**src/rtl/zx_video_gen_pkg.sv**
```systemverilog
// Shared types, palettes and address helpers for the ZX Spectrum / Timex pixel generator.
package zx_video_pkg;

    localparam int VRAM_AW = 14;

    typedef enum logic [1:0] {
        MODE_STD   = 2'd0,
        MODE_HICOL = 2'd1,
        MODE_HIRES = 2'd2
    } mode_t;

    typedef enum logic {
        INT_IDLE   = 1'b0,
        INT_ACTIVE = 1'b1
    } int_state_t;

    localparam int ATTR_INK_LSB   = 0;
    localparam int ATTR_PAPER_LSB = 3;
    localparam int ATTR_BRIGHT    = 6;
    localparam int ATTR_FLASH     = 7;

    // Index = {bright, G, R, B}; packed 24-bit colour = {R, G, B}.
    localparam logic [23:0] PALETTE_STD [16] = '{
        24'h000000, 24'h00007F, 24'h7F0000, 24'h7F007F,
        24'h007F00, 24'h007F7F, 24'h7F7F00, 24'h7F7F7F,
        24'h000000, 24'h0000FF, 24'hFF0000, 24'hFF00FF,
        24'h00FF00, 24'h00FFFF, 24'hFFFF00, 24'hFFFFFF
    };

    localparam logic [23:0] PALETTE_ALT [16] = '{
        24'h000000, 24'h0000AA, 24'hAA0000, 24'hAA00AA,
        24'h00AA00, 24'h00AAAA, 24'hAA5500, 24'hAAAAAA,
        24'h555555, 24'h5555FF, 24'hFF5555, 24'hFF55FF,
        24'h55FF55, 24'h55FFFF, 24'hFFFF55, 24'hFFFFFF
    };

    // Spectrum bitmap layout: third, line-in-char, char-row, column.
    function automatic logic [12:0] bmp_offset(input logic [7:0] row, input logic [4:0] col);
        return {row[7:6], row[2:0], row[5:3], col};
    endfunction

    function automatic mode_t decode_mode(input logic [1:0] m);
        case (m)
            2'd1:    return MODE_HICOL;
            2'd2:    return MODE_HIRES;
            default: return MODE_STD;
        endcase
    endfunction

endpackage

```
**src/rtl/zx_video_gen_if.sv**
```systemverilog
// Video RAM read port between the pixel generator (master) and the dual-bank RAM (slave).
interface zx_video_gen_if;
    import zx_video_pkg::*;

    logic [VRAM_AW-1:0] vram_address;
    logic [7:0]         vram_data;

    modport master (output vram_address, input  vram_data);
    modport slave  (input  vram_address, output vram_data);
endinterface

```
**src/rtl/zx_video_gen_palette.sv**
```systemverilog
// Colour index to 24-bit RGB, with a switchable alternate palette.
module zx_palette
    import zx_video_pkg::*;
(
    input  logic [3:0]  index_i,
    input  logic        alternate_i,
    output logic [23:0] rgb_o
);

    always_comb begin
        rgb_o = alternate_i ? PALETTE_ALT[index_i] : PALETTE_STD[index_i];
    end

endmodule

```
**src/rtl/zx_video_gen.sv**
```systemverilog
// ZX Spectrum / Timex pixel generator: raster-driven VRAM fetch, attribute decode,
// FLASH timing, frame interrupt and registered RGB output.
module zx_video_gen
    import zx_video_pkg::*;
#(
    parameter int H_ACTIVE     = 640,
    parameter int V_ACTIVE     = 480,
    parameter int SCREEN_X0    = 64,
    parameter int SCREEN_Y0    = 48,
    parameter int FLASH_FRAMES = 16,
    parameter int INT_LEN      = 128,
    parameter int PIPE_LAT     = 1
) (
    input  logic            clk_pix,
    input  logic            reset,
    input  logic [9:0]      cx,
    input  logic [9:0]      cy,
    input  logic [1:0]      mode,
    input  logic [2:0]      hires_ink,
    input  logic            alternate_colors,
    input  logic [2:0]      border,
    zx_video_gen_if.master  vram,
    output logic            vs_nintr,
    output logic [23:0]     rgb,
    output logic            flash_phase
);

    localparam int              FC_W     = (FLASH_FRAMES > 1) ? $clog2(FLASH_FRAMES) : 1;
    localparam logic [FC_W-1:0] FC_LAST  = FC_W'(FLASH_FRAMES - 1);
    localparam logic [9:0]      FETCH_X0 = 10'(SCREEN_X0 - 16);
    localparam logic [9:0]      PAPER_X0 = 10'(SCREEN_X0);
    localparam logic [9:0]      PAPER_X1 = 10'(SCREEN_X0 + 512);
    localparam logic [9:0]      PAPER_Y0 = 10'(SCREEN_Y0);
    localparam logic [9:0]      ACT_X    = 10'(H_ACTIVE);
    localparam logic [9:0]      ACT_Y    = 10'(V_ACTIVE);
    localparam logic [9:0]      INT_LAST = 10'(INT_LEN - 1);

    logic        frame_start;
    logic        in_rows;
    logic        in_fetch;
    logic        in_paper;
    logic        in_active;
    logic [9:0]  xd;
    logic [9:0]  yd;
    logic [3:0]  tick;
    logic [4:0]  col;
    logic [7:0]  row;
    logic [12:0] bmp;

    mode_t             mode_q, mode_d;
    logic [FC_W-1:0]   frame_cnt_q, frame_cnt_d;
    logic              flash_q, flash_d;
    int_state_t        int_state_q, int_state_d;
    logic [9:0]        int_cnt_q, int_cnt_d;
    logic [13:0]       addr_q, addr_d;
    logic [7:0]        pf0_q, pf0_d;
    logic [7:0]        pf1_q, pf1_d;
    logic [7:0]        bits0_q, bits0_d;
    logic [7:0]        bits1_q, bits1_d;

    logic [2:0]  sub_std;
    logic [2:0]  sub_hr;
    logic        pix_on;
    logic [3:0]  color_idx;
    logic [23:0] pal_rgb;

    assign frame_start = (cx == 10'd0) && (cy == 10'd0);
    assign xd          = cx - FETCH_X0;
    assign yd          = cy - PAPER_Y0;
    assign tick        = xd[3:0];
    assign col         = xd[8:4];
    assign row         = yd[8:1];
    assign bmp         = bmp_offset(row, col);

    assign in_rows   = (cy >= PAPER_Y0) && (yd < 10'd384);
    // Fetch span leads the paper window by one 16-clock cell.
    assign in_fetch  = in_rows && (cx >= FETCH_X0) && (xd < 10'd512);
    assign in_paper  = in_rows && (cx >= PAPER_X0) && (cx < PAPER_X1);
    assign in_active = (cx < ACT_X) && (cy < ACT_Y);

    always_comb begin
        mode_d      = mode_q;
        frame_cnt_d = frame_cnt_q;
        flash_d     = flash_q;
        if (frame_start) begin
            mode_d = decode_mode(mode);
            if (frame_cnt_q == FC_LAST) begin
                frame_cnt_d = '0;
                flash_d     = ~flash_q;
            end else begin
                frame_cnt_d = frame_cnt_q + FC_W'(1);
            end
        end
    end

    // Interrupt width is counted in clocks, so it does not depend on the raster reaching any cx.
    always_comb begin
        int_state_d = int_state_q;
        int_cnt_d   = int_cnt_q;
        case (int_state_q)
            INT_IDLE: begin
                if (frame_start) begin
                    int_state_d = INT_ACTIVE;
                    int_cnt_d   = INT_LAST;
                end
            end
            INT_ACTIVE: begin
                if (frame_start) begin
                    int_cnt_d = INT_LAST;
                end else if (int_cnt_q == 10'd0) begin
                    int_state_d = INT_IDLE;
                end else begin
                    int_cnt_d = int_cnt_q - 10'd1;
                end
            end
            default: int_state_d = INT_IDLE;
        endcase
    end

    always_comb begin
        addr_d  = addr_q;
        pf0_d   = pf0_q;
        pf1_d   = pf1_q;
        bits0_d = bits0_q;
        bits1_d = bits1_q;
        if (in_fetch) begin
            case (tick)
                4'd8:  addr_d = {1'b0, bmp};
                4'd10: begin
                    pf0_d  = vram.vram_data;
                    addr_d = (mode_q == MODE_STD) ? {1'b0, 3'b110, row[7:3], col}
                                                  : {1'b1, bmp};
                end
                4'd12: pf1_d = vram.vram_data;
                4'd15: begin
                    bits0_d = pf0_q;
                    bits1_d = pf1_q;
                end
                default: ;
            endcase
        end
    end

    always_comb begin
        sub_std   = ~cx[3:1];
        sub_hr    = ~cx[2:0];
        pix_on    = 1'b0;
        color_idx = 4'd0;
        if (mode_q == MODE_HIRES) begin
            pix_on = cx[3] ? bits1_q[sub_hr] : bits0_q[sub_hr];
        end else begin
            pix_on = bits0_q[sub_std] ^ (bits1_q[ATTR_FLASH] & flash_q);
        end

        if (!in_active) begin
            color_idx = 4'd0;
        end else if (in_paper) begin
            if (mode_q == MODE_HIRES) begin
                color_idx = {1'b1, pix_on ? hires_ink : ~hires_ink};
            end else begin
                color_idx = {bits1_q[ATTR_BRIGHT],
                             pix_on ? bits1_q[ATTR_INK_LSB +: 3] : bits1_q[ATTR_PAPER_LSB +: 3]};
            end
        end else begin
            color_idx = (mode_q == MODE_HIRES) ? {1'b1, ~hires_ink} : {1'b0, border};
        end
    end

    always_ff @(posedge clk_pix) begin
        if (reset) begin
            mode_q      <= MODE_STD;
            frame_cnt_q <= '0;
            flash_q     <= 1'b0;
            int_state_q <= INT_IDLE;
            int_cnt_q   <= '0;
            addr_q      <= '0;
            pf0_q       <= '0;
            pf1_q       <= '0;
            bits0_q     <= '0;
            bits1_q     <= '0;
        end else begin
            mode_q      <= mode_d;
            frame_cnt_q <= frame_cnt_d;
            flash_q     <= flash_d;
            int_state_q <= int_state_d;
            int_cnt_q   <= int_cnt_d;
            addr_q      <= addr_d;
            pf0_q       <= pf0_d;
            pf1_q       <= pf1_d;
            bits0_q     <= bits0_d;
            bits1_q     <= bits1_d;
        end
    end

    zx_palette u_palette (
        .index_i     (color_idx),
        .alternate_i (alternate_colors),
        .rgb_o       (pal_rgb)
    );

    for (genvar gi = 0; gi < PIPE_LAT; gi++) begin : g_rgb_pipe
        logic [23:0] stage_q;
        if (gi == 0) begin : g_head
            always_ff @(posedge clk_pix) begin
                if (reset) stage_q <= '0;
                else       stage_q <= pal_rgb;
            end
        end else begin : g_tail
            always_ff @(posedge clk_pix) begin
                if (reset) stage_q <= '0;
                else       stage_q <= g_rgb_pipe[gi-1].stage_q;
            end
        end
    end

    assign rgb               = g_rgb_pipe[PIPE_LAT-1].stage_q;
    assign vram.vram_address = addr_q;
    assign vs_nintr          = (int_state_q == INT_IDLE);
    assign flash_phase       = flash_q;

endmodule

```
**src/flat_wrapper.sv**
```systemverilog
// flat-port wrapper written by rule: the top's interface ports become plain ports
module zx_video_gen_flat import zx_video_pkg::*;
#(
    parameter int H_ACTIVE     = 640,
    parameter int V_ACTIVE     = 480,
    parameter int SCREEN_X0    = 64,
    parameter int SCREEN_Y0    = 48,
    parameter int FLASH_FRAMES = 16,
    parameter int INT_LEN      = 128,
    parameter int PIPE_LAT     = 1
)
  (clk_pix, reset, cx, cy, mode, hires_ink, alternate_colors, border, vs_nintr, rgb, flash_phase, vram_vram_address, vram_vram_data);
  zx_video_gen_if vram_i ();
  input  logic clk_pix;
  input  logic reset;
  input  logic [9:0] cx;
  input  logic [9:0] cy;
  input  logic [1:0] mode;
  input  logic [2:0] hires_ink;
  input  logic alternate_colors;
  input  logic [2:0] border;
  output logic vs_nintr;
  output logic [23:0] rgb;
  output logic flash_phase;
  output wire logic [$bits(vram_i.vram_address)-1:0] vram_vram_address;
  input wire logic [$bits(vram_i.vram_data)-1:0] vram_vram_data;
  assign vram_vram_address = vram_i.vram_address;
  assign vram_i.vram_data = vram_vram_data;
  zx_video_gen #(.H_ACTIVE(H_ACTIVE), .V_ACTIVE(V_ACTIVE), .SCREEN_X0(SCREEN_X0), .SCREEN_Y0(SCREEN_Y0), .FLASH_FRAMES(FLASH_FRAMES), .INT_LEN(INT_LEN), .PIPE_LAT(PIPE_LAT)) u_core (.clk_pix(clk_pix), .reset(reset), .cx(cx), .cy(cy), .mode(mode), .hires_ink(hires_ink), .alternate_colors(alternate_colors), .border(border), .vram(vram_i), .vs_nintr(vs_nintr), .rgb(rgb), .flash_phase(flash_phase));
endmodule
```
**config.mk**
```make
export PLATFORM = sky130hd
export DESIGN_NAME = zx_video_gen_flat
export DESIGN_NICKNAME = d
export VERILOG_FILES = /design/src/rtl/zx_video_gen_pkg.sv /design/src/rtl/zx_video_gen_if.sv /design/src/rtl/zx_video_gen_palette.sv /design/src/rtl/zx_video_gen.sv /design/src/flat_wrapper.sv
export SDC_FILE = /design/constraint.sdc
export NUM_CORES = 1
export LEC_CHECK = 0
export ABC_AREA = 1
export CAP_MARGIN = 20
export CORE_UTILIZATION = 40
export CTS_CLUSTER_DIAMETER = 200
export CTS_CLUSTER_SIZE = 28
export DETAILED_ROUTE_END_ITERATION = 8
export PLACE_DENSITY = 0.67
export SLEW_MARGIN = 30
export SYNTH_ARGS = -nofsm -noshare
export SYNTH_HDL_FRONTEND = slang
export SYNTH_SLANG_ARGS = --single-unit
```
**constraint.sdc**
```tcl
create_clock -name clk_pix -period 2.63 [get_ports clk_pix]
set_input_delay 0.526 -clock clk_pix [delete_from_list [all_inputs] [get_ports clk_pix]]
set_output_delay 0.526 -clock clk_pix [all_outputs]
set_load 0.02 [all_outputs]
```
Word level (Yosys, flattened, before mapping)
Memory sizes are Yosys's and may differ from the RTL's.
Cells that the tools add are included.
{"block": "word_totals", "n_memories": 2, "ff_bits": 88, "output_inout_bits": 40, "mem_bits_ro": 768, "in_bits": 39}
{"memory": "(no name shown)", "words": 16, "width": 24, "read_ports": 1, "rd_ports_with_merged_regs": 0, "wr": 0, "line": "zx_video_gen_palette.sv:11", "rtl": "rgb_o = alternate_i ? PALETTE_ALT[index_i] : PALETTE_STD[index_i];"}
{"memory": "(no name shown)", "words": 16, "width": 24, "read_ports": 1, "rd_ports_with_merged_regs": 0, "wr": 0, "line": "zx_video_gen_palette.sv:11"}
{"block": "classes", "order_cmp": 11, "n_eq_ne": 10, "n_mux": 31, "add_sub_neg": 4, "n_reduce_logical": 18, "n_bitwise": 8}
{"operator": "$mux W24", "n": 5}
{"operator": "$logic_not A10 Y1", "n": 3}
{"operator": "$lt A10 B10 Y1 const B", "n": 3}
{"operator": "$mux W10", "n": 3}
{"operator": "$pmux W14 S2", "n": 1}
{"operator": "$eq A4 B4 Y1 const B", "n": 5}
{"operator": "$ge A10 B6 Y1 const B", "n": 2}
{"operator": "$lt A10 B9 Y1 const B", "n": 2}
{"operator": "$mux W4", "n": 5}
{"operator": "$pmux W10 S2", "n": 1}
{"operator": "$sub A10 B6 Y10 const B", "n": 2}
{"operator": "$mux W14", "n": 1}
{"operator": "$reduce_and A2 Y1", "n": 6}
{"operator": "$ge A10 B7 Y1 const B", "n": 1}
{"operator": "$sub A10 B1 Y10 const B", "n": 1}
{"operator": "$bmux W1 S3", "n": 3}
{"operator": "$not A3 Y3", "n": 3}
{"operator": "$lt A3 B4 Y1 const B", "n": 2}
{"operator": "$mux W1", "n": 8}
{"operator": "$logic_and A1 B1 Y1", "n": 7}
{"operator": "$mux W3", "n": 2}
{"operator": "$ge A5 B5 Y1 const B", "n": 1}
{"operator": "$not A4 Y5", "n": 1}
{"operator": "$add A4 B1 Y4 const B", "n": 1}
{"operator": "other kinds (11)", "n": 13}

Logic depth before layout (Yosys ltp)
Gate-level depths: netlist of the first run.
{"block": "depth", "depth_word": 14, "depth_mapped": 19, "depth_no_buf": 19}

By module
A second synthesis of the first run with hierarchy kept.
{"block": "unflattened", "cells_unflattened": 647, "area_unflattened_um2": 4305.4}
{"module": "zx_video_gen", "seq_area_each_um2": 1761.7, "cells_each": 612, "n_inst": 1, "area_per_inst_um2": 4106.4}
{"module": "zx_palette", "seq_area_each_um2": 0.0, "cells_each": 35, "n_inst": 1, "area_per_inst_um2": 198.9}

Worst setup path after synthesis of the first run
Ideal clock, no wire load.
{"block": "synth_timing", "path_type": "in2reg", "startpoint": "input port cy[4]", "endpoint": "register u_core.pf1_q[6]", "t_arrival_ns": 1.870, "cell_stages": 14, "required_time_ns": 2.513, "slack_ns": 0.643, "n_path_buf": 2, "path_cell_list": "ha_1 > inv_1 > nand2_2 > xor2_2 > nand2_1 > nand2_1 > nor2_2 > nand2_2 > inv_4 > buf_12 > nand3_4 > buf_6 > o21ai_1 > a21oi_1"}
{"block": "synth_via", "elab_chain_cells": 6, "elab_cells_between_ends": 7, "cone_classes": "add/sub (1); order compare (2); reduce/logical (4)"}
{"item": "start, declared", "line": "flat_wrapper.sv:17", "rtl": "input logic [9:0] cy;"}
{"item": "$sub A10 B6 Y10", "line": "zx_video_gen.sv:69", "rtl": "assign yd = cy - PAPER_Y0;"}
{"item": "$lt A10 B9 Y1", "line": "zx_video_gen.sv:75", "rtl": "assign in_rows = (cy >= PAPER_Y0) && (yd < 10'd384);"}
{"item": "$logic_and A1 B1 Y1 *", "line": "zx_video_gen.sv:75"}
{"item": "$logic_and A1 B1 Y1 * (2 in series)", "line": "zx_video_gen.sv:77", "rtl": "assign in_fetch = in_rows && (cx >= FETCH_X0) && (xd < 10'd512);"}
{"item": "$reduce_and A2 Y1 (no line) *"}
{"item": "end signal, assigned", "line": "zx_video_gen.sv:189", "rtl": "pf1_q <= pf1_d;"}
{"item": "end, declared", "line": "zx_video_gen.sv:57", "rtl": "logic [7:0] pf1_q, pf1_d;"}
Mark *: on every way between the ends. The rest lies on a longest branch, timed or not.
A chain may end at the register's enable or synchronous reset.

Worst setup path after layout of the first run
{"block": "layout_timing", "startpoint": "input port cy[4]", "endpoint": "register u_core.pf1_q[4]"}
Same word-level chain as after synthesis.

==> flow_metrics.env, run 1 <==
export IMPL_status="finished clean"
export IMPL_cpPeakStageDelay_ps=440
export IMPL_avgViaCountPerCell=4.988
export IMPL_max_freq_ghz=0.4479
export IMPL_vias=3611
export IMPL_io_buffers=78
export IMPL_timing_slew_headroom_pct=72.81
export IMPL_report_final_slew_viol_count=0
export IMPL_clkTransAtPathRegs_ps=80
export IMPL_htree_levels=3
export IMPL_seq_area_frac_synth_pct=39.09
export IMPL_antennaDiodeCount=0
export IMPL_clockBufferDepth=2
export IMPL_yosysWarnings=0
export IMPL_grt_max_degree=35
export IMPL_cp_data_required_time_ps=2880
export IMPL_synthArstFlopShare_pct=0
export IMPL_cts_tree="built"
export IMPL_wire_per_inst_um=12.49
export IMPL_ys_ff_latch=73
export IMPL_nets=656
export IMPL_initial_utilization_pct=42.05
export IMPL_synth_nets=577
export IMPL_wl_mm=9.042
export IMPL_worstSetupEndpointType="register"
export IMPL_cts_resized=0
export IMPL_design_die_area_sq_um=9737
export IMPL_peakVddDrop_mv=0.3637
export IMPL_rsz0062_at_grt="no"
export IMPL_yosys_area_top_type="dfxtp_1"
export IMPL_core_area_sq_um=8891
export IMPL_clock_sinks=73
export IMPL_drt_iter0_markers=180
export IMPL_post_cts_buffers=0
export IMPL_insertion_delay_ps=360
export IMPL_post_route_min_period_ps=2232
export IMPL_tightest_slew_ps=404.7
export IMPL_yosysUniqueCellTypes=42
export IMPL_synth_top_area_share_pct=39.09
export IMPL_fillCellCount=876
export IMPL_p_leak_nw=2.069
export IMPL_synth_edf_count=0
export IMPL_fp_dieW_um=98.68
export IMPL_cp_slowest_cell="clkdlybuf4s50_1"
export IMPL_synth_cells=532
export IMPL_cts_made_buffers=9
export IMPL_hpwlAfterDp_mm=6.815
export IMPL_antenna_found_initial=0
export IMPL_rows=34
export IMPL_avgSynthCellArea_sq_um=7.027
export IMPL_crit_path_max_fanout=16
export IMPL_hold_buffers=0
export IMPL_synth_area_leaders="dfxtp_1 39%, nand2_1 9.9%, o21ai_0 8.0%, inv_1 7.7%, a21oi_1 7.1%"
export IMPL_syn_to_final_growth_pct=30.12
export IMPL_track_usage_pct=19.61
export IMPL_layoutNonFillerInstCount=724
export IMPL_ant_nets=0
export IMPL_clock_skew_ps=8.268
export IMPL_grt_first_pass_wirelength_mm=15.08
export IMPL_setup_viol=0
export IMPL_grt_overflow=0
export IMPL_worstSetupStartpointType="primary input"
export IMPL_synth_flop_cell="dfxtp_1"
export IMPL_hold_violations=0
export IMPL_gp_congestion=0.9361
export IMPL_grt_pass1_vias=3288
export IMPL_crit_chain="clkdlybuf4s50_1 -> ha_1 -> inv_1 -> nand2_2 -> xor2_2 -> nand2_1 -> nand2_1 -> nor2_2 -> nand2_2 -> inv_4 -> buf_12 -> nand3_4 -> o21ai_0 -> a21oi_1"
export IMPL_critPathBufInv=4
export IMPL_first_pass_iters=4
export IMPL_io_pins=79
export IMPL_fin_tns_setup_ps=0
export IMPL_drc=0
export IMPL_maxCapViolations=0
export IMPL_drive_gt1_share_pct=9.903
export IMPL_cp_arrival_ps=2480
export IMPL_worstSetupPathType="in -> reg"
export IMPL_critPathTopFamily="buffers and inverters"
export IMPL_die_h_um=98.68
export IMPL_cts_root_buf="clkbuf_8"
export IMPL_hp_class="reg -> reg"
export IMPL_dp_cells=708
export IMPL_netlist_area_sq_um=3739
export IMPL_fin_crit_sh_pct=84.88
export IMPL_powerDensity_nw_per_um2=501.7
-- power by group --
part / leakage, nW / switching, mW / internal [mW] / total (mW)
combinational: 1.37 / 0.164 / 0.143 / 0.307
sequential: 0.589 / 0.00710 / 1.12 / 1.12
clock: 0.109 / 0.422 / 0.586 / 1.01
-- cell usage in the layout, fill, tap and decap left out, drive strengths merged, types with 12 or more instances in the layout --
cell type,n
nand2,105
dfxtp,73
nand3,37
nor2,40
buf,22
o21ai,69
clkbuf,12
inv,81
a21oi,55
clkdlybuf4s50,78
-- Yosys cell counts, types with 6 or more instances --
library cell and count:
clkbuf_1 9, inv_1 77, nand3_1 34, o21ai_0 60, nand2_1 99, a21oi_1 53, o21ai_1 8, buf_4 16
nor2_1 36, ha_1 6, dfxtp_1 73
-- final timing paths --
kind	end	slack (ps)	cells after the start	startpoint
max reg2reg	u_core.int_cnt_q[9]$_SDFFE_PP0P_	680	12	u_core.int_cnt_q[0]$_SDFFE_PP0P_
min	u_core.pf1_q[3]$_SDFFE_PP0P_	450	2	u_core.pf1_q[3]$_SDFFE_PP0P_
min reg2reg	u_core.pf1_q[3]$_SDFFE_PP0P_	450	2	u_core.pf1_q[3]$_SDFFE_PP0P_
max	u_core.pf1_q[4]$_SDFFE_PP0P_	400	14	cy[4]
-- worst min-delay path: stages (launching register included) --
cell and delay, ps:
dfxtp_1 310, inv_1 50, a21oi_1 50
-- per-stage QoR --
stage | setup slack, ps | instance area (sq um) | utilization [%] | power, mW | hold slack, ps
2_1_floorplan | 643.4 | 3739 | - | 1.317 | 420.6
3_3_place_gp | 30.35 | 4634 | 52.13 | 1.454 | 438.2
3_5_place_dp | 19.20 | 4634 | 52.13 | 1.457 | 437.2
4_1_cts | 393.6 | 4865 | 54.71 | 2.458 | 447.7
5_1_grt | 190.4 | 4865 | 54.71 | 2.545 | 478.3
6_report | 397.5 | 4865 | 54.71 | 2.441 | 447.1
-- cells by family (layout without fill, tap and decap cells) --
group	count (synthesis)	in the layout	share of synthesized area, %
AOI/OAI and AO/OA	134	134	18.81
xor gates and xnor gates	5	5	1.372
adders and majority gates	6	6	2.008
buffers and inverters	116	200	14.46
DFF	73	73	39.09
and+or+nand+nor	198	198	24.26
-- sequential cells by signal, summed over array words and instances (netlist names), 2 cells and up --
register	flops
u_core.vram.vram_address	14
u_core.pf0_q	8
u_core.mode_q	2
u_core.frame_cnt_q	4
u_core.rgb	9
u_core.int_cnt_q	10
u_core.pf1_q	8
u_core.bits0_q	8
u_core.bits1_q	8
-- routing by layer --
metal  vias to the layer above  part of all wire (%)  global-route usage (%)  wire, um
met5                         -                     0                       0         0
met2                        92                    46                   32.56      4185
met4                         0                   1.8                   8.037       167
met1                      1637                    47                   24.22      4276
li1                       1864                     -                       -         -
met3                        18                   4.6                   5.106       414
-- cell type report --
class                   instances  area, sq um  share of cell area, %
clock buffers                  12        155.1                  3.189
clock inverters                 4        75.07                  1.543
inverters                      84        317.8                  6.533
multi-input cells             343         1737                  35.70
flip-flops and latches         73         1461                  30.04
well taps                     108        135.1                  2.778
repair buffers                100        983.4                  20.22
(Power assumes the default switching activity.)
==> run 2: changes to the inputs <==
==> constraint.sdc (replaced) <==
create_clock -name clk_pix -period 2.2 [get_ports clk_pix]
set_input_delay 0.44 -clock clk_pix [delete_from_list [all_inputs] [get_ports clk_pix]]
set_output_delay 0.44 -clock clk_pix [all_outputs]
set_load 0.02 [all_outputs]
==> run 2 against run 1 <==
Against the previous run: sequential power up 20%; first-iteration DRC count down 18%; setup slack worse by 350 ps; clock-buffer cell count decreased by 1; highest routed layer unchanged.
==> flow_metrics.env, run 2 (synthesis results as in run 1) <==
export IMPL_worstSetupPathType="in -> reg"
export IMPL_first_pass_iters=5
export IMPL_clockBufferDepth=2
export IMPL_cts_made_buffers=9
export IMPL_design_die_area_sq_um=9737
export IMPL_report_final_slew_viol_count=0
export IMPL_post_route_min_period_ps=2148
export IMPL_cts_root_buf="clkbuf_8"
export IMPL_hp_class="in -> reg"
export IMPL_p_leak_nw=2.273
export IMPL_drc=0
export IMPL_hold_buffers=0
export IMPL_rows=34
export IMPL_cpPeakStageDelay_ps=430
export IMPL_cp_data_required_time_ps=2450
export IMPL_wire_per_inst_um=12.94
export IMPL_grt_first_pass_wirelength_mm=15.70
export IMPL_final_cell_mix="99 x nand2_1, 76 x inv_1, 73 x clkdlybuf4s50_1, 73 x dfxtp_1, 55 x o21ai_0"
export IMPL_peakVddDrop_mv=0.2984
export IMPL_placed_area_sq_um=4852
export IMPL_min_from="cy[4]"
export IMPL_grt_overflow=0
export IMPL_nets=687
export IMPL_maxCapViolations=0
export IMPL_fin_crit_sh_pct=97.65
export IMPL_crit_path_max_fanout=4
export IMPL_timing_slew_headroom_pct=72.31
export IMPL_clock_sinks=73
export IMPL_worstSetupStartpointType="primary input"
export IMPL_p_total_mw=3.015
export IMPL_fp_dieW_um=98.68
export IMPL_grt_max_degree=43
export IMPL_largest_reg_flops=14
export IMPL_track_usage_pct=20.34
export IMPL_wl_mm=9.773
export IMPL_vias=3767
export IMPL_avgViaCountPerCell=4.989
export IMPL_initial_utilization_pct=42.05
export IMPL_insertion_delay_ps=370
export IMPL_clkTransAtPathRegs_ps=80
export IMPL_critPathLaunch="cx[4]"
export IMPL_drive_gt1_share_pct=15.77
export IMPL_r2r_start="u_core.int_cnt_q[0]$_SDFFE_PP0P_"
export IMPL_htree_levels=3
export IMPL_cp_slowest_cell="clkdlybuf4s50_1"
export IMPL_die_h_um=98.68
export IMPL_powerDensity_nw_per_um2=583.4
export IMPL_crit_chain="clkdlybuf4s50_1 -> buf_4 -> inv_1 -> ha_1 -> nand3_2 -> nor4_4 -> nand3_1 -> nand2_2 -> inv_2 -> o31ai_1 -> o21ai_0"
export IMPL_worstSetupEndpointType="register"
export IMPL_hpwlAfterDp_mm=7.020
export IMPL_status="finished clean"
export IMPL_syn_to_final_growth_pct=38.22
export IMPL_drt_iter0_markers=148
export IMPL_hold_violations=0
export IMPL_antenna_found_initial=0
export IMPL_setup_viol=0
export IMPL_io_pins=79
export IMPL_max_freq_ghz=0.4655
export IMPL_postLayoutCellArea_sq_um=5167
export IMPL_ant_nets=0
export IMPL_grt_pass1_vias=3473
export IMPL_final_common_cell="nand2_1"
export IMPL_antennaDiodeCount=0
export IMPL_cts_tree="built"
export IMPL_fin_util_pct=58.12
export IMPL_tightest_slew_ps=415.3
export IMPL_io_buffers=78
export IMPL_cp_arrival_ps=2400
export IMPL_core_area_sq_um=8891
export IMPL_gp_congestion=0.9414
export IMPL_clock_skew_ps=9.935
[run 2: cell count changes in the layout (fill, tap and decap cells not counted), moves of 2 or more]
cell             delta
ha_2                +2
o21ai_0             -5
o21ai_1             +3
o21ai_2             +2
ha_1                -2
dlymetal6s2s_1      +5
clkdlybuf4s50_1     -5
buf_4              +31
[run 2: area by class of cell]
cell class	count	area, sq um
Fill cell	807	3724
Timing Repair Buffer	131	1229
Clock buffer	11	151.4
Sequential cell	73	1461
Tap cell	108	135.1
Multi-Input combinational cell	343	1788
Clock inverter	5	85.08
Inverter	84	317.8
[run 2: final timing paths]
kind	to	slack, ps	depth (start not counted)
max	u_core.int_cnt_q[6]$_SDFFE_PP0P_	50	11
min	u_core.vram.vram_address[5]$_SDFFE_PP0P_	340	2
max reg2reg	u_core.int_cnt_q[9]$_SDFFE_PP0P_	280	12
min reg2reg	u_core.pf1_q[6]$_SDFFE_PP0P_	450	2
[run 2: worst max-delay path, delay by kind of cell]
family	cells	cell delay, ps
AO/OA/AOI/OAI	2	300
adder cells (fa/ha/maj)	1	170
buffers and inverters	4	710
AND/OR/NAND/NOR	4	750
[run 2: routing by layer]
metal	vias up	global-route usage [%]	wire (um)	part of all wire, %
li1	1925	-	-	-
met5	-	0	0	0
met3	25	5.248	464	4.7
met4	0	7.922	298	3.0
met2	115	33.64	4536	46
met1	1702	25.42	4474	46
[run 2: power by group]
part           internal (mW)  leakage [nW]  switching, mW
clock                  0.706         0.116          0.553
combinational          0.198          1.57          0.213
sequential              1.34         0.589        0.00848
[run 2: per-stage QoR]
stage / setup WS, ps / setup TNS (ps) / instances / hold WS (ps)
after global routing: -78.87 / -567.6 / 755 / 337.8
final: 51.62 / 0 / 755 / 335.1
after detailed placement: -368.0 / -16060 / 737 / 438.5
after global placement: -296.4 / -12310 / 737 / 437.4
after floorplan: 299.4 / 0 / 532 / 420.6
after CTS: 11.42 / 0 / 753 / 450.7
[run 2: repair_timing]
action	CTS	global route
setup endpoints to repair	0	35
hold endpoints to repair	0	0
setup buffers	0	2
gates resized for setup	0	22
==> run 3: changes to the inputs <==
--- a/config.mk
+++ b/config.mk
@@ -11,7 +11,9 @@
 export CTS_CLUSTER_DIAMETER = 200
 export CTS_CLUSTER_SIZE = 28
 export DETAILED_ROUTE_END_ITERATION = 8
+export GPL_ROUTABILITY_DRIVEN = 0
 export PLACE_DENSITY = 0.67
+export SETUP_SLACK_MARGIN = 0.02
 export SLEW_MARGIN = 30
 export SYNTH_ARGS = -nofsm -noshare
 export SYNTH_HDL_FRONTEND = slang
==> run 3 against run 2 <==
Against the previous run: design area increased by 1.9%; fmax grew 3.1%; hold slack gained 110 ps; clock-buffer cell count decreased by 1; highest routed layer unchanged; largest power group unchanged; critical path type unchanged.
==> flow_metrics.env, run 3 (synthesis results as in run 1) <==
export IMPL_status="finished clean"
export IMPL_wl_met1_mm=4.733
export IMPL_vias=3790
export IMPL_timing_slew_headroom_pct=77.98
export IMPL_grt_first_pass_wirelength_mm=16.08
export IMPL_worstSetupStartpointType="primary input"
export IMPL_fin_crit_sh_pct=94.68
export IMPL_setup_viol=0
export IMPL_antenna_found_initial=0
export IMPL_io_pins=79
export IMPL_hp_class="in -> reg"
export IMPL_dp_cells=735
export IMPL_r2r_end="u_core.int_cnt_q[9]$_SDFFE_PP0P_"
export IMPL_die_h_um=98.68
export IMPL_track_usage_pct=20.62
export IMPL_post_route_min_period_ps=2083
export IMPL_avgViaCountPerCell=5.000
export IMPL_cts_root_buf="clkbuf_8"
export IMPL_initial_utilization_pct=42.05
export IMPL_clock_sinks=73
export IMPL_report_final_slew_viol_count=0
export IMPL_cts_tree="built"
export IMPL_io_buffers=78
export IMPL_tightest_slew_ps=327.8
export IMPL_ant_nets=0
export IMPL_drive_gt1_share_pct=17.23
export IMPL_drc=0
export IMPL_grt_max_degree=43
export IMPL_crit_path_max_fanout=14
export IMPL_cp_data_required_time_ps=2490
export IMPL_powerDensity_nw_per_um2=552.8
export IMPL_clock_skew_ps=5.239
export IMPL_cts_made_buffers=9
export IMPL_nets=691
export IMPL_min_path_cells=2
export IMPL_rsz0062_at_grt="yes"
export IMPL_syn_to_final_growth_pct=40.90
export IMPL_peakVddDrop_mv=0.3224
export IMPL_antennaDiodeCount=0
export IMPL_final_common_cell="nand2_1"
export IMPL_clockBufferDepth=2
export IMPL_rr_worst_depth=12
export IMPL_hpwlAfterDp_mm=7.118
export IMPL_insertion_delay_ps=350
export IMPL_fin_util_pct=59.25
export IMPL_maxUsedRoutingLayer="met4"
export IMPL_final_cell_mix="98 x nand2_1, 76 x inv_1, 73 x dfxtp_1"
export IMPL_max_freq_ghz=0.4801
export IMPL_worstSetupEndpoint="u_core.bits1_q[3]$_SDFFE_PP0P_"
export IMPL_r2r_slack_ps=340
export IMPL_dr_wl_met2_mm=4.682
export IMPL_drt_iter0_markers=178
export IMPL_worstSetupPathType="in -> reg"
export IMPL_hold_violations=0
export IMPL_placed_area_sq_um=4850
export IMPL_layoutNonFillerInstCount=758
export IMPL_p_leak_nw=2.315
export IMPL_grt_pass1_vias=3535
export IMPL_worstSetupEndpointType="register"
export IMPL_clkTransAtPathRegs_ps=70
export IMPL_wl_met3_um=361
export IMPL_grt_overflow=0
export IMPL_cp_arrival_ps=2370
export IMPL_design_die_area_sq_um=9737
export IMPL_core_area_sq_um=8891
export IMPL_fin_tns_setup_ps=0
export IMPL_postLayoutCellArea_sq_um=5268
export IMPL_fillCellCount=790
export IMPL_htree_levels=3
export IMPL_first_pass_iters=4
export IMPL_rows=34
export IMPL_wire_per_inst_um=13.12
export IMPL_largest_reg_flops=14
export IMPL_maxCapViolations=0
export IMPL_wl_mm=9.948
export IMPL_r2r_start="u_core.int_cnt_q[0]$_SDFFE_PP0P_"
export IMPL_fp_dieW_um=98.68
export IMPL_critPathLaunch="cx[4]"
## run 3: changes by cell type in the layout (fill, tap and decap cells not counted), sizes merged
cell           previous run  this run
buf                      53        56
dlygate4sd2               0         1
dlymetal6s2s              5         6
clkdlybuf4s50            73        71
## run 3: what timing repair did
item / CTS / global route
hold buffers: 0 / 0
pin swaps: 1 / 7
setup endpoints to repair: 2 / 64
resized for setup: 4 / 36
gates cloned: 1 / 1
setup buffers: 1 / 5
## run 3: area by class of cell
cell class	count	area (sq um)	area share (%)
Sequential cell	73	1461	27.74
Clock buffer	10	127.6	2.423
Tap cell	108	135.1	2.565
Timing Repair Buffer	135	1318	25.01
Clock inverter	5	81.33	1.544
Inverter	84	320.3	6.081
Multi-Input combinational cell	343	1824	34.63
## run 3: worst min path at each step
stage                                 start                                        to  slack [ps]
2_1_floorplan  u_core.pf1_q[7]$_SDFFE_PP0P_              u_core.pf1_q[7]$_SDFFE_PP0P_         420
3_3_place_gp   u_core.pf1_q[1]$_SDFFE_PP0P_              u_core.pf1_q[1]$_SDFFE_PP0P_         440
3_5_place_dp   u_core.pf1_q[6]$_SDFFE_PP0P_              u_core.pf1_q[6]$_SDFFE_PP0P_         440
4_1_cts                               cy[4]  u_core.vram.vram_address[5]$_SDFFE_PP0P_         440
5_1_grt                               cy[4]  u_core.vram.vram_address[5]$_SDFFE_PP0P_         470
6_report                              cy[4]  u_core.vram.vram_address[5]$_SDFFE_PP0P_         450
## run 3: worst max-delay path, stage by stage
cell and delay [ps]:
clkdlybuf4s50_1 500, buf_4 130, inv_1 40, o21ai_0 260, nand2_1 110, o21ai_2 80, nand2_2 90, inv_4 90
nand4_4 140, buf_12 190, buf_4 150, a21oi_1 130
## run 3: routing by layer
| layer | track usage [%] | up-vias |
|---|---|---|
| met4 | 8.611 | 0 |
| met5 | 0 | - |
| met2 | 35.10 | 98 |
| met1 | 26.04 | 1736 |
| met3 | 3.191 | 17 |
| li1 | - | 1939 |
## run 3: power breakdown
part / switching, mW / internal, mW / total (mW)
clock: 0.509 / 0.632 / 1.14
sequential: 0.00890 / 1.34 / 1.35
combinational: 0.220 / 0.206 / 0.426
## run 3: per-stage QoR
step                hold slack [ps]  worst slack (ps)  total power [mW]
floorplan                     420.6             299.4             1.575
global placement              439.3            -268.4             1.763
detailed placement            440.7            -329.1             1.768
CTS                           441.3             27.67             2.891
global route                  467.8            -7.867             3.015
finish                        450.0             117.0             2.912
